<file path="src/rtl/br_pkg.sv">
// Shared definitions for branch resolution: condition codes, resolver FSM states, reset PC.
package br_pkg;

  typedef enum logic [3:0] {
    COND_NEVER  = 4'h0,
    COND_EQ     = 4'h1,
    COND_NE     = 4'h2,
    COND_LT     = 4'h3,
    COND_GE     = 4'h4,
    COND_GT     = 4'h5,
    COND_LE     = 4'h6,
    COND_LTU    = 4'h7,
    COND_GEU    = 4'h8,
    COND_LTZ    = 4'h9,
    COND_GEZ    = 4'hA,
    COND_ALWAYS = 4'hB
  } cond_e;

  typedef enum logic {
    ST_IDLE  = 1'b0,
    ST_FLUSH = 1'b1
  } state_e;

  // Redirect PC value seen out of reset; sliced down to the configured width.
  localparam logic [63:0] RESET_PC = 64'h0;

endpackage

</file>
<file path="src/rtl/br_cond_eval.sv">
// Condition evaluation: cond code + ALU flags -> taken, purely combinational (0 cycles).
// Codes 4'hC..4'hF are reserved and resolve to not-taken.
module br_cond_eval
  import br_pkg::*;
(
  input  logic [3:0] cond,
  input  logic       zf,
  input  logic       sf,
  input  logic       of,
  input  logic       cf,
  output logic       taken
);

  logic lt;
  assign lt = sf ^ of;

  always_comb begin
    taken = 1'b0;
    case (cond)
      COND_EQ:     taken = zf;
      COND_NE:     taken = ~zf;
      COND_LT:     taken = lt;
      COND_GE:     taken = ~lt;
      COND_GT:     taken = ~zf & ~lt;
      COND_LE:     taken = zf | lt;
      COND_LTU:    taken = ~cf;
      COND_GEU:    taken = cf;
      COND_LTZ:    taken = sf;
      COND_GEZ:    taken = ~sf;
      COND_ALWAYS: taken = 1'b1;
      default:     taken = 1'b0;
    endcase
  end

endmodule

</file>
<file path="src/rtl/br_resolve.sv">
// Branch resolver: on a mispredict, redirect + flush one cycle after accept; ready low while flushing.
// Stall blocks acceptance only; BR_RESOLVE_STATS_EN adds saturating branch/mispredict counters.
module br_resolve
  import br_pkg::*;
#(
  parameter int WIDTH        = 16,
  parameter int FLUSH_CYCLES = 2,
  parameter int CNT_W        = 16
) (
  input  logic             clk,
  input  logic             rst,
  input  logic             valid_in,
  input  logic             stall,
  input  logic [3:0]       cond,
  input  logic             zf,
  input  logic             sf,
  input  logic             of,
  input  logic             cf,
  input  logic             pred_taken,
  input  logic [WIDTH-1:0] pc_next,
  input  logic [WIDTH-1:0] target,
  output logic             ready,
  output logic             redirect_valid,
  output logic [WIDTH-1:0] redirect_pc,
  output logic             flush
`ifdef BR_RESOLVE_STATS_EN
  ,
  output logic [CNT_W-1:0] br_count,
  output logic [CNT_W-1:0] mispred_count
`endif
);

  state_e     state;
  logic [3:0] flush_cnt;
  logic       taken;
  logic       accept;
  logic       mispredict;

  br_cond_eval u_cond_eval (
    .cond  (cond),
    .zf    (zf),
    .sf    (sf),
    .of    (of),
    .cf    (cf),
    .taken (taken)
  );

  assign ready      = (state == ST_IDLE);
  assign accept     = valid_in & ready & ~stall;
  assign mispredict = taken ^ pred_taken;

  // The flush countdown runs independently of stall; the cycle it reads 1 is the last flush cycle.
  always_ff @(posedge clk or posedge rst) begin
    if (rst) begin
      state          <= ST_IDLE;
      flush_cnt      <= 4'd0;
      flush          <= 1'b0;
      redirect_valid <= 1'b0;
      redirect_pc    <= RESET_PC[WIDTH-1:0];
    end else begin
      case (state)
        ST_IDLE: begin
          redirect_valid <= 1'b0;
          if (accept && mispredict) begin
            state          <= ST_FLUSH;
            flush_cnt      <= 4'(FLUSH_CYCLES);
            flush          <= 1'b1;
            redirect_valid <= 1'b1;
            redirect_pc    <= taken ? target : pc_next;
          end
        end
        ST_FLUSH: begin
          redirect_valid <= 1'b0;
          flush_cnt      <= flush_cnt - 4'd1;
          if (flush_cnt == 4'd1) begin
            state <= ST_IDLE;
            flush <= 1'b0;
          end
        end
        default: begin
          state <= ST_IDLE;
          flush <= 1'b0;
        end
      endcase
    end
  end

`ifdef BR_RESOLVE_STATS_EN
  always_ff @(posedge clk or posedge rst) begin
    if (rst) begin
      br_count      <= '0;
      mispred_count <= '0;
    end else if (accept) begin
      if (br_count != '1)
        br_count <= br_count + 1'b1;
      if (mispredict && (mispred_count != '1))
        mispred_count <= mispred_count + 1'b1;
    end
  end
`endif

endmodule

</file>
<file path="config.mk">
export PLATFORM = sky130hd
export DESIGN_NAME = br_resolve
export DESIGN_NICKNAME = d
export VERILOG_FILES = /design/src/rtl/br_pkg.sv /design/src/rtl/br_cond_eval.sv /design/src/rtl/br_resolve.sv
export SDC_FILE = /design/constraint.sdc
export NUM_CORES = 1
export LEC_CHECK = 0
export ABC_AREA = 1
export BUFFER_PORTS_ARGS = -buffer_cell sky130_fd_sc_hd__buf_4
export CELL_PAD_IN_SITES_DETAIL_PLACEMENT = 0
export CELL_PAD_IN_SITES_GLOBAL_PLACEMENT = 1
export CORE_MARGIN = 2
export CORE_UTILIZATION = 32
export DETAILED_ROUTE_END_ITERATION = 12
export HOLD_SLACK_MARGIN = 0.15
export PLACE_DENSITY = 0.8
export SYNTH_ARGS = -nofsm -noshare
export SYNTH_HDL_FRONTEND = slang
export SYNTH_SLANG_ARGS = --single-unit
</file>
<file path="constraint.sdc">
create_clock -name clk -period 1.7 [get_ports clk]
set_clock_uncertainty 0.2 [all_clocks]
set_input_delay 0.34 -clock clk [delete_from_list [all_inputs] [get_ports clk]]
set_output_delay 0.34 -clock clk [all_outputs]
set_load 0.05 [all_outputs]
</file>
Word-level counts from Yosys, hierarchy flattened --
Index checks and enable logic that the tools add are counted.
Word-level totals: bits in registers 23, output and inout bits 19, input port bits 45, logic and storage cells 46
Operators by class: equality and inequality tests 14, reductions and logical operators 3, muxes and demuxes 11, bitwise operators 12, add/subtract/negate cells 1
Operators with widths (number):
- equality test 4 x 3 -> 1 bit, second input constant | 4
- equality test 4 bit, second input constant | 4
- 2-to-1 mux 16 bit | 1
- case mux 1 bit (11 select lines) | 1
- equality test 4 x 1 -> 1 bit, second input constant | 2
- equality test 4 x 2 -> 1 bit, second input constant | 2
- case mux 4 bit (2 select lines) | 1
- NOT 1 bit | 6
- case mux 1 bit (2 select lines) | 3
- 2-to-1 mux 1 bit | 4
- 2-to-1 mux 4 bit | 1
- inequality test 2 x 1 -> 1 bit, second input constant | 2
- AND reduction 2 bit | 2
- subtractor 4 x 1 -> 4 bit, second input constant | 1
- AND 1 bit | 3
- XOR 1 bit | 2
- logical AND 1 bit | 1
- OR 1 bit | 1

Logic depth before layout (Yosys ltp) --
Gate-level depths: netlist of the first run.
depth in word-level cells 8, mapped depth 14, gate-level depth less buffers 13

By module --
A second synthesis of the first run with hierarchy kept.
Unflattened totals: cell total of the unflattened synthesis 178, area total of the unflattened synthesis 1397.6 um2
By module, submodules not included:
- br_resolve | cells each 135, instances 1, sequential area each 575.6 um2, area an instance 1199.9 um2
- br_cond_eval | cells each 43, instances 1, sequential area each 0.0 um2, area an instance 197.7 um2

Worst setup path after synthesis of the first run --
Ideal clock, no wire load.
kind input -> register, start point in cond[3], end point reg redirect_pc[0], data arrival time 1.568 ns, buffers on the path 1, slack -0.186 ns, cell stages on the path 12, required time 1.382 ns, library setup time 0.118 ns, cells stage by stage inv_1 ha_1 and3_1 nand2_1 nand3_2 o21ai_4 nand2_4 nand3_4 inv_4 buf_6 nand2_1 nand2_1
Between the ends: word-level cells in the longest chain between the ends 5, elaborated cells between the ends (all ways) 16, those cells by class 11 x eq/ne; 2 x mux; 1 x bitwise; 2 x reduce/logical
RTL lines:
- from (decl) | line br_resolve.sv:14 | input logic [3:0] cond,
- equality test 4 bit, or another cell as far along | line br_cond_eval.sv:19 | case (cond)
- case mux 1 bit (11 select lines) (*) | line br_cond_eval.sv:19
- XOR 1 bit | line br_resolve.sv:50 | assign mispredict = taken ^ pred_taken;
- logical AND 1 bit | line br_resolve.sv:64 | if (accept && mispredict) begin
- AND reduction 2 bit (no source line)
- to (signal assigned) | line br_resolve.sv:59 | redirect_pc <= RESET_PC[WIDTH-1:0];
- to (signal assigned) | line br_resolve.sv:69 | redirect_pc <= taken ? target : pc_next;
- to (decl) | line br_resolve.sv:24 | output logic [WIDTH-1:0] redirect_pc,
Mark *: on every way between the ends. The rest lies on a longest branch, timed or not. A chain may end at the register's enable or synchronous reset.

Worst setup path in the final report of the first run --
start point reg state, end point out ready
Between the ends: word-level cells in the longest chain between the ends 1
RTL lines:
- from (decl) | line br_resolve.sv:33 | state_e state;
- from (signal assigned) | line br_resolve.sv:55 | state <= ST_IDLE;
- from (signal assigned) | line br_resolve.sv:65 | state <= ST_FLUSH;
- from (signal assigned) | line br_resolve.sv:76 | state <= ST_IDLE;
- NOT 1 bit (no source line)
- to (decl) | line br_resolve.sv:22 | output logic ready,
Every way passes these cells.

==> results of run 1 <==
-- cell type report --
class | instances | share of cell area (%)
clock inverter | 1 | 0.228
multi-input combinational | 155 | 35.2
inverter | 21 | 4.80
tap | 52 | 2.97
timing repair buffer | 80 | 28.7
sequential | 23 | 26.3
clock buffer | 3 | 1.88
-- logic make-up (layout without fill, tap and decap cells) --
kind of cell / after synthesis / in the layout / share of synthesized area, %
AO/OA/AOI/OAI: 6 / 6 / 3.32
XOR/XNOR: 1 / 1 / 0.613
adder cells (fa/ha/maj): 5 / 5 / 4.37
buffers and inverters: 27 / 105 / 8.66
flip-flops: 23 / 23 / 40.2
AND/OR/NAND/NOR: 143 / 143 / 42.8
-- placed cells by master (no fill, tap or decap), drive strengths merged --
| master | n |
|---|---|
| clkinvlp | 1 |
| dlygate4sd3 | 2 |
| o21bai | 1 |
| or2 | 1 |
| a21oi | 3 |
| dfrtp | 23 |
| clkbuf | 3 |
| o21ai | 2 |
| nor2 | 7 |
| nand2 | 110 |
| inv | 20 |
| nand3 | 23 |
| nand4 | 1 |
| ha | 5 |
| buf | 78 |
| and3 | 1 |
| clkinv | 1 |
| xor2 | 1 |
-- per-stage QoR --
step / TNS, ns / cell area [um^2] / hold WS, ns / worst slack [ns] / cells
finish: 0 / 2190 / 0.151 / 0.0356 / 335
global placement: -3.88 / 2090 / 0.210 / -0.198 / 328
CTS: 0 / 2170 / 0.151 / 0.0356 / 335
floorplan: -1.33 / 1490 / 0.142 / -0.0984 / 205
detailed placement: -4.57 / 2090 / 0.208 / -0.224 / 328
global route: -0.00134 / 2190 / 0.159 / -0.00134 / 335
-- repair_timing --
item	in CTS	in global routing
buffers inserted	1	0
resized for setup	0	7
hold buffers	2	0
endpoints found under the setup margin	1	20
pin swaps	0	4
endpoints found under the hold margin	24	0
-- synth_stat cells, drive strengths merged --
library cell | instances | share of area [%]
nand2 | 110 | 30
dfrtp | 23 | 40
nand3 | 23 | 9.6
inv | 21 | 5.7
nor2 | 7 | 1.8
buf | 5 | 2.7
ha | 5 | 4.4
a21oi | 3 | 1.0
o21ai | 2 | 1.5
and3 | 1 | 0.44
clkbuf | 1 | 0.26
nand4 | 1 | 0.87
o21bai | 1 | 0.79
or2 | 1 | 0.44
xor2 | 1 | 0.61
-- how the worst max path moves through the flow --
stage	slack, ns	depth (start not counted)	to	startpoint
after global placement	-0.20	13	redirect_pc[7]	cond[3]
after CTS	0.04	3	ready	state
after floorplan	-0.1	13	redirect_pc[0]	cond[3]
final	0.04	3	ready	state
after detailed placement	-0.22	13	redirect_pc[6]	cond[3]
after global routing	-0.001	13	redirect_pc[5]	cond[2]
-- critical path, delay by kind of cell, from the launching register on --
kind	cells	cell delay (ns)
DFF	1	0.41
buffers and inverters	3	0.45
-- sequential cells by signal, summed over array words and instances (netlist names) --
register	flops
redirect_pc	16
flush	1
flush_cnt	4
state	1
redirect_valid	1
-- where the power goes --
part	leakage [uW]	internal, uW	switching (uW)	total (uW)
Combinational	0.000956	653	1300	1950
Clock	0.0000255	164	183	347
Sequential	0.000286	813	169	982
-- metal layers --
metal  wire length (um)  GRT usage [%]
met3                223           3.85
met1               1640           18.3
met2               1620           24.8
met4                 62           5.66
met5                  0              0
==> key figures, run 1 <==
Run status
  – Status: complete, no violations

Place
  – HPWL after DPL: 2750 um
  – Port Buffer Count: 63
  – RD Place Congestion: a little under 0.8

Clocking
  – CTS Sinks: 23
  – CTS clk-pin slew, worst paths: 0.08 ns
  – CTS buffer count: 3
  – H-tree levels: 1
  – CTS root buf: clkbuf_8
  – Worst skew pair latency: around 0.27 ns
  – CTS Buffer Depth: 2
  – TritonCTS clock tree: done

Die
  – Initial Util: 33.1%
  – Die Y: 70.9 um
  – IO Count: 64
  – DIE AREA: around 0.0050 mm^2
  – Die W: around 71 um
  – Core ar.: between 0.004 and 0.005 mm^2
  – Row count: 24

Critical path
  – Startpoint types: register
  – R2R setup slack: between 0.1 and 0.15 ns
  – Arr. time, crit path: 1.12 ns
  – WP data required: 1.16 ns
  – CP most frequent cell: buf_4
  – FF-to-FF End: redirect_pc[8]
  – Reg2reg path depth: 7
  – Largest stage delay, worst path: slightly above 0.4 ns
  – CP cell instances: clkinvlp_4, buf_4, buf_4
  – CP max-delay cell: dfrtp_1
  – Launch point of the worst reg-to-reg path: state
  – CP Max Fanout: 6
  – Crit end category: primary output
  – Kind of critical path: reg -> out

Drt
  – Post-DR vias/cell: 4.40
  – DRT antenna net count: 0
  – Pre-antenna DRT Iters: 4
  – Average wire per standard cell: 10.6 um
  – Number of remaining DRC errors: 0
  – Initial DRC Count: 33
  – Routed vias: around 1500
  – Routed wire length: ~3500 um

Global routing
  – Initial antenna violation count: 0
  – Vias in the first global route: 1410
  – GRT Total Usage: between 10 and 15%
  – Largest net degree at the start of global routing: 24
  – Global route overflow: 0
  – First-pass GRT wire length: a little under 6000 um

Hold path
  – Hold Path Cell Cnt: 5
  – Min-delay src: pc_next[5]
  – Worst Hold Class: in -> reg
  – WHS Endpoint: redirect_pc[5]

Pwr
  – Max IR drop VDD: around 0.64 mV
  – Pwr Density: between 1000 and 1500 mW/mm^2
  – Leak: 0.00127 uW
  – Overall power consumption: around 3300 uW

Timing
  – RSZ-0062 raised after global routing: true
  – Final Critical Period: roughly 1.7 ns
  – Achievable Freq: 601 MHz
  – Fin crit share: 97.9%
  – Max Slew Vio Count: 0
  – Slew headroom: between 80% and 90%
  – Final setup viols: 0
  – Hold Vio Cnt, Final: 0
  – Worst Tran Pin Value: between 0.2 and 0.3 ns

Synth
  – Synthesis warning total: 0
  – Post-synthesis sequential area ratio: 40.2%
  – FF+latch count, synth: 23
  – Mapped cell area: approximately 0.0014 mm^2
  – Netlist cell types: 24
  – Post-synthesis cell count: ~210
  – Syn_nets: approximately 260
  – Syn_area_per_cell: ~7 um^2

Final layout
  – Number of fill cells in the layout: 469
  – Share of cells above drive strength 1: a little over a third
  – Nets: about 330
  – Antenna cells: 0
  – Register area: between 500 and 600 um^2
  – Final core occ: roughly half
  – Area grow syn2layout: 53.2%
  – Area of the multi-input gates: 771 um^2

Flow run
  – Max cap viols: 0
(Power assumes the default switching activity.)
==> run 2, diff against run 1 <==
ABC_AREA = default   (was 1)
CORE_UTILIZATION = 36   (was 32)
==> run 2 against run 1 <==
  * Area after synthesis rose by 17%
  * Register-to-register slack lost 0.19 ns
  * Utilization rose by 6.2 points
  * Worst setup slack got worse by 0.45 ns
  * Critical path depth increased by 5
  * Critical endpoint is now redirect_pc[7]
  * The run now ends with negative setup slack left
  * Critical path type is now in -> reg
==> key figures, run 2 <==
Synth
  – Number of flops mapped to enable cells by yosys: 0
  – Synthesis warning total: 0
  – Synth Area in Compound Gates: between 10% and 20%
  – Top cells by count, synth: inv_1, nor2_1, dfrtp_1, nor3_1, mux2i_1
  – Post-synthesis mux area share: 15.8%
  – FF+latch count, synth: 23
  – Main area contributors after synthesis: dfrtp_1, mux2i_1, a221oi_2, mux2_2, inv_1
  – Post-synthesis adder-cell area fraction: roughly 3.8%
  – Post-synthesis sequential area ratio: between 30% and 40%
  – Share of the synthesized area in the top cell type: around 35%
  – Syn_area_per_cell: 9.36 um^2
  – XOR/XNOR Fraction of Synth Area: roughly 1.1%
  – Syn_nets: 228
  – Netlist cell types: 33
  – Post-synthesis cell count: roughly 180
  – Mapped cell area: 0.00167 mm^2
  – Simple-Gate Fraction of Synth Area: 15.5%
  – Post-synth ARST share: 100%
  – Top_reg_cell synth: dfrtp_1
  – Largest family of logic cells by synthesized area: compound AO/OA/AOI/OAI gates
  – Area leader, netlist: dfrtp_1

Clocking
  – CTS Buffer Depth: 2
  – Setup Buffers After CTS: 0
  – CTS buffer count: 3
  – CTS root buf: clkbuf_8
  – Worst skew pair latency: approximately 0.26 ns
  – TritonCTS clock tree: done
  – CTS Sinks: 23
  – H-tree levels: 1
  – CTS clk-pin slew, worst paths: around 0.090 ns

Pwr
  – Combinational fraction of design power: between 60% and 70%
  – Pwr Density: 1350 mW/mm^2
  – P_sw: 1580 uW
  – Clock group share of total power: between 10% and 20%
  – Flop pwr share: between 20% and 30%
  – Overall power consumption: 3390 uW
  – Leak: approximately 0.0013 uW
  – Max IR drop VDD: approximately 0.48 mV
  – Switch share: between 40 and 50%
  – P_int: around 1800 uW

Drt
  – Post-DR vias/cell: a little under 5
  – Routed vias: around 1500
  – Initial DRC Count: 63
  – Pre-antenna DRT Iters: 4
  – Average wire per standard cell: approximately 14 um
  – Number of remaining DRC errors: 0
  – DRT antenna net count: 0
  – Routed wire length: approximately 4200 um

Hold path
  – Hold Path Cell Cnt: 2
  – Worst Hold Class: in -> reg
  – Min-delay src: pred_taken
  – WHS Endpoint: redirect_pc[9]

Place
  – HPWL after DPL: between 3000 and 4000 um
  – Placed Area: around 0.0024 mm^2
  – RD Place Congestion: between 0.7 and 0.8
  – Inst Count DP: ~300
  – Port Buffer Count: 63

Global routing
  – Global route overflow: 0
  – First-pass GRT wire length: 6780 um
  – Vias in the first global route: between 1000 and 1500
  – Largest net degree at the start of global routing: 24
  – Initial antenna violation count: 0
  – GRT Total Usage: 16.6%

Die
  – IO Count: 64
  – Core ar.: 0.00441 mm^2
  – DIE AREA: just over 0.005 mm^2
  – Die Y: between 70 and 80 um
  – Initial Util: between 30% and 40%
  – Die W: around 72 um
  – Row count: 24

Final layout
  – Most frequent cells in the layout: buf_4, nor2_1, inv_1, dfrtp_1, nor3_1
  – Area grow syn2layout: 50.6%
  – Number of fill cells in the layout: between 300 and 400
  – Commonest non-fill, non-tap cell in the layout: buf_4
  – Biggest regs: redirect_pc x16, flush_cnt x4
  – Nets: 310
  – Antenna cells: 0
  – Fin area: 0.00251 mm^2
  – Max FFs per register: 16
  – Share of cells above drive strength 1: 49.4%
  – Final Non-Filler Cells: approximately 310
  – Biggest register: redirect_pc
  – Final core occ: 56.9%

Critical path
  – FF-to-FF End: redirect_pc[0]
  – Crit end category: register
  – Startpoint types: input port
  – CP Max Fanout: 9
  – R2R setup slack: -0.05 ns
  – Launch point of the worst reg-to-reg path: state
  – WP data required: about 1.7 ns
  – Arr. time, crit path: 2.09 ns
  – Reg2reg path depth: 6
  – Kind of critical path: in -> reg

Timing
  – Worst Tran Pin Value: between 0.3 and 0.4 ns
  – Slew headroom: slightly below 80%
  – Hold Vio Cnt, Final: 0
  – Fin crit share: 124%
  – Final Critical Period: 2.11 ns
  – Max Slew Vio Count: 0
  – Hold_ws: 0.210 ns
  – Final setup viols: 23
  – Smallest setup slack after layout: -0.412 ns
  – Achievable Freq: 474 MHz
  – RSZ-0062 raised after global routing: true

Flow run
  – Max cap viols: 0

Run status
  – Status: finished with violations
  – Violated checks: negative setup slack
==> run 2: cell types whose count changed after synthesis, moves of 3 or more <==
cell | before | now
mux2_2 | 0 | 10
mux2i_1 | 0 | 15
nand3_1 | 20 | 1
nand2_1 | 108 | 10
nor2_1 | 7 | 25
clkbuf_1 | 1 | 5
buf_4 | 3 | 0
a21oi_1 | 3 | 0
o221a_2 | 0 | 7
nor3_1 | 0 | 16
a221oi_2 | 0 | 9
inv_1 | 19 | 25
==> run 2: power groups by stage <==
stage          Combinational (uW)  Sequential [uW]  Clock (uW)
5_1_grt                      2230              988         385
4_1_cts                      2080              958         364
6_report                     2080              954         349
2_1_floorplan                 814             1560           0
3_5_place_dp                 2050              967           0
3_3_place_gp                 2020              961           0
==> run 2: per-stage QoR <==
| step | TNS, ns | worst slack [ns] |
|---|---|---|
| 5_1_grt | -9.82 | -0.480 |
| 2_1_floorplan | -10.75 | -0.601 |
| 4_1_cts | -7.65 | -0.414 |
| 3_5_place_dp | -15.12 | -0.725 |
| 3_3_place_gp | -14.59 | -0.680 |
| 6_report | -7.98 | -0.412 |
==> run 2: cell type report <==
| type | instances | area (um^2) | area share [%] |
|---|---|---|---|
| Multi-Input combinational cell | 119 | 1020 | 40.6 |
| Timing Repair Buffer | 87 | 702 | 28.0 |
| Sequential cell | 23 | 576 | 22.9 |
| Inverter | 26 | 101 | 4.04 |
| Tap cell | 52 | 65.1 | 2.59 |
| Clock buffer | 3 | 41.3 | 1.65 |
| Clock inverter | 1 | 5.00 | 0.199 |
==> run 2: worst max path at each step <==
stage / from / to
after CTS: sf / redirect_pc[3]
after floorplan: sf / redirect_pc[0]
final: sf / redirect_pc[7]
after detailed placement: sf / redirect_pc[10]
after global placement: sf / redirect_pc[14]
after global routing: sf / redirect_pc[7]
==> run 2: repair_timing <==
action,4_1_cts,5_1_grt
endpoints found under the setup margin,23,24
resized for setup,10,10
hold buffers,1,0
endpoints found under the hold margin,23,0
pin swaps,1,2
==> run 2: cells by family after synthesis <==
| group | after synthesis |
|---|---|
| AND/OR/NAND/NOR | 58 |
| buffers and inverters | 36 |
| AO/OA/AOI/OAI | 29 |
| multiplexers | 25 |
| flip-flops | 23 |
| adder cells (fa/ha/maj) | 5 |
| XOR/XNOR | 2 |
==> run 2: worst max-delay path, stage by stage <==
cell      delay [ns]
buf_8           0.10
mux2_4          0.30
o21ai_4         0.14
o311ai_4        0.11
o32ai_4         0.34
buf_6           0.20
mux2_2          0.35
a221oi_2        0.20
==> run 2: per-layer routing <==
layer / routed length [um] / vias up / global-route usage (%) / part of all wire (%)
li1: - / 788 / - / -
met1: 1990 / 707 / 22.6 / 47
met2: 2050 / 36 / 27.5 / 48
met3: 183 / 2 / 2.50 / 4.3
met4: 29 / 0 / 5.03 / 0.68
met5: 0 / - / 0 / 0
==> run 3, diff against run 2 <==
PLACE_DENSITY = 0.83   (was 0.8)
==> run 3 against run 2 <==
  * The flow still finishes with violations (negative setup slack)
  * Fmax rose by 2.2%
  * Cell count rose by 0.64%
  * Routed wire length rose by 1.2%
  * Utilization is 0.91 points higher
  * Non-clock buffer count up 2
  * Via count is 2.4% higher
  * Combinational power grew 2%
  * Global-route usage up 0.33 points
  * Critical path depth stayed put
  * Sequential share of layout area decreased by 0.36 points
  * Critical path type unchanged
  * Critical endpoint is now redirect_pc[0]
==> key figures, run 3 (synthesized netlist as in run 2, its figures left out) <==
Critical path
  – CP cell instances: buf_8, mux2_4, o21ai_4, o311ai_4, o32ai_4, buf_6, mux2_4, a221oi_2
  – WP data required: 1.69 ns
  – Arr. time, crit path: approximately 2.1 ns
  – CP Max Fanout: 9
  – Startpoint types: input port
  – Kind of cell adding the most delay to the critical path: compound AO/OA/AOI/OAI gates
  – CP bufs+invs: 2
  – Launch point of the worst reg-to-reg path: state
  – CP most frequent cell: mux2_4
  – Crit end category: register
  – Kind of critical path: in -> reg
  – CP max-delay cell: mux2_4
  – Critical path origin: sf
  – Largest stage delay, worst path: ~0.31 ns

Run status
  – Status: finished with violations
  – Violated checks: negative setup slack

Timing
  – Hold_ws: 0.198 ns
  – RSZ-0062 raised after global routing: true
  – Setup TNS Final: -6.83 ns
  – Slew headroom: between 70% and 80%
  – Worst Tran Pin Value: between 0.3 and 0.4 ns
  – Fin crit share: 122%
  – Final setup viols: 23
  – Hold Vio Cnt, Final: 0
  – Smallest setup slack after layout: -0.366 ns
  – Max Slew Vio Count: 0
  – Final Critical Period: approximately 2.1 ns
  – Achievable Freq: just under 500 MHz

Die
  – Initial Util: between 30% and 40%
  – Core ar.: between 0.004 and 0.005 mm^2
  – DIE AREA: around 0.0052 mm^2
  – IO Count: 64
  – Die W: roughly 72 um
  – Row count: 24
  – Die Y: a little over 70 um

Clocking
  – CTS clk-pin slew, worst paths: ~0.09 ns
  – H-tree levels: 1
  – CTS root buf: clkbuf_8
  – CTS Sinks: 23
  – TritonCTS clock tree: done
  – CTS buffer count: 3
  – CTS Buffer Depth: 2
  – Worst skew pair latency: about 0.26 ns

Drt
  – Number of remaining DRC errors: 0
  – DRT antenna net count: 0
  – Pre-antenna DRT Iters: 4
  – Post-DR vias/cell: 5.02
  – Routed vias: between 1500 and 2000
  – Initial DRC Count: 27
  – Routed wire length: 4300 um
  – Average wire per standard cell: 13.7 um

Final layout
  – Antenna cells: 0
  – Final Non-Filler Cells: around 310
  – Share of cells above drive strength 1: about half
  – Biggest regs: redirect_pc x16, flush_cnt x4
  – Area grow syn2layout: 53.0%
  – Commonest non-fill, non-tap cell in the layout: buf_4
  – Nets: 312
  – Most frequent cells in the layout: buf_4, inv_1, nor2_1, dfrtp_1, nor3_1
  – Biggest register: redirect_pc
  – Max FFs per register: 16

Hold path
  – Worst Hold Class: in -> reg
  – Min-delay src: target[0]

Flow run
  – Max cap viols: 0

Global routing
  – Vias in the first global route: around 1500
  – Largest net degree at the start of global routing: 24
  – Initial antenna violation count: 0
  – GRT Total Usage: around 17%
  – First-pass GRT wire length: around 6900 um
  – Global route overflow: 0

Pwr
  – Leak: ~0.0013 uW
  – Max IR drop VDD: between 0.4 and 0.5 mV
  – Pwr Density: between 1000 and 1500 mW/mm^2

Place
  – Setup WS pre-CTS: -0.778 ns
  – Inst Count DP: 306
  – Port Buffer Count: 63
  – HPWL after DPL: roughly 3200 um
  – RD Place Congestion: just under 0.8
==> run 3: what timing repair did <==
action,in CTS,in global routing
setup endpoints to repair,23,23
pin swaps,5,5
resized for setup,18,5
hold buffers,1,0
cloned,0,0
buffers inserted,2,0
hold endpoints to repair,23,0
==> run 3: report_power, final <==
part	total, uW	leakage, uW	internal [uW]	switching [uW]
Clock	341	0.0000255	164	177
Combinational	2130	0.00102	886	1240
Sequential	956	0.000283	781	175
==> run 3: layout make-up <==
type                    instances  area [um^2]
fillers                       397         1860
clock inverters                 1         5.00
inverters                      26          101
clock buffers                   3         41.3
multi-input cells             119         1040
flip-flops and latches         23          576
well taps                      52         65.1
repair buffers                 89          726
==> run 3: per-layer routing <==
layer	share of wire (%)	routed length, um	GRT usage [%]	vias to the layer above
li1	-	-	-	786
met1	45	1920	22.3	744
met2	49	2120	28.0	36
met3	4.9	212	3.33	4
met4	1.1	49	5.66	0
met5	0	0	0	-
==> run 3: stage by stage <==
stage	utilization [%]	power (uW)	instance area, um^2
2_1_floorplan	-	2370	1710
3_3_place_gp	54.0	2990	2380
3_5_place_dp	54.0	3020	2380
4_1_cts	57.4	3430	2530
5_1_grt	57.8	3630	2550
6_report	57.8	3430	2550
==> run 3: path summary, 6_finish.rpt <==
kind	slack, ns	depth (start not counted)	end
worst max-delay path	-0.37	8	redirect_pc[0]
worst min-delay path	0.20	3	redirect_pc[0]
worst max register to register	0.01	7	redirect_pc[11]
worst min register to register	0.32	1	flush
max in group asynchronous	0.59	4	redirect_pc[7]
min in group asynchronous	0.47	4	redirect_pc[0]
==> run 3: worst register-to-register path: cells and delay by family, from the launching register on <==
kind	cells	cell delay, ns
buffers and inverters	3	0.43
DFF	1	0.41
and+or+nand+nor	2	0.24
AOI/OAI and AO/OA	1	0.22
muxes	1	0.09
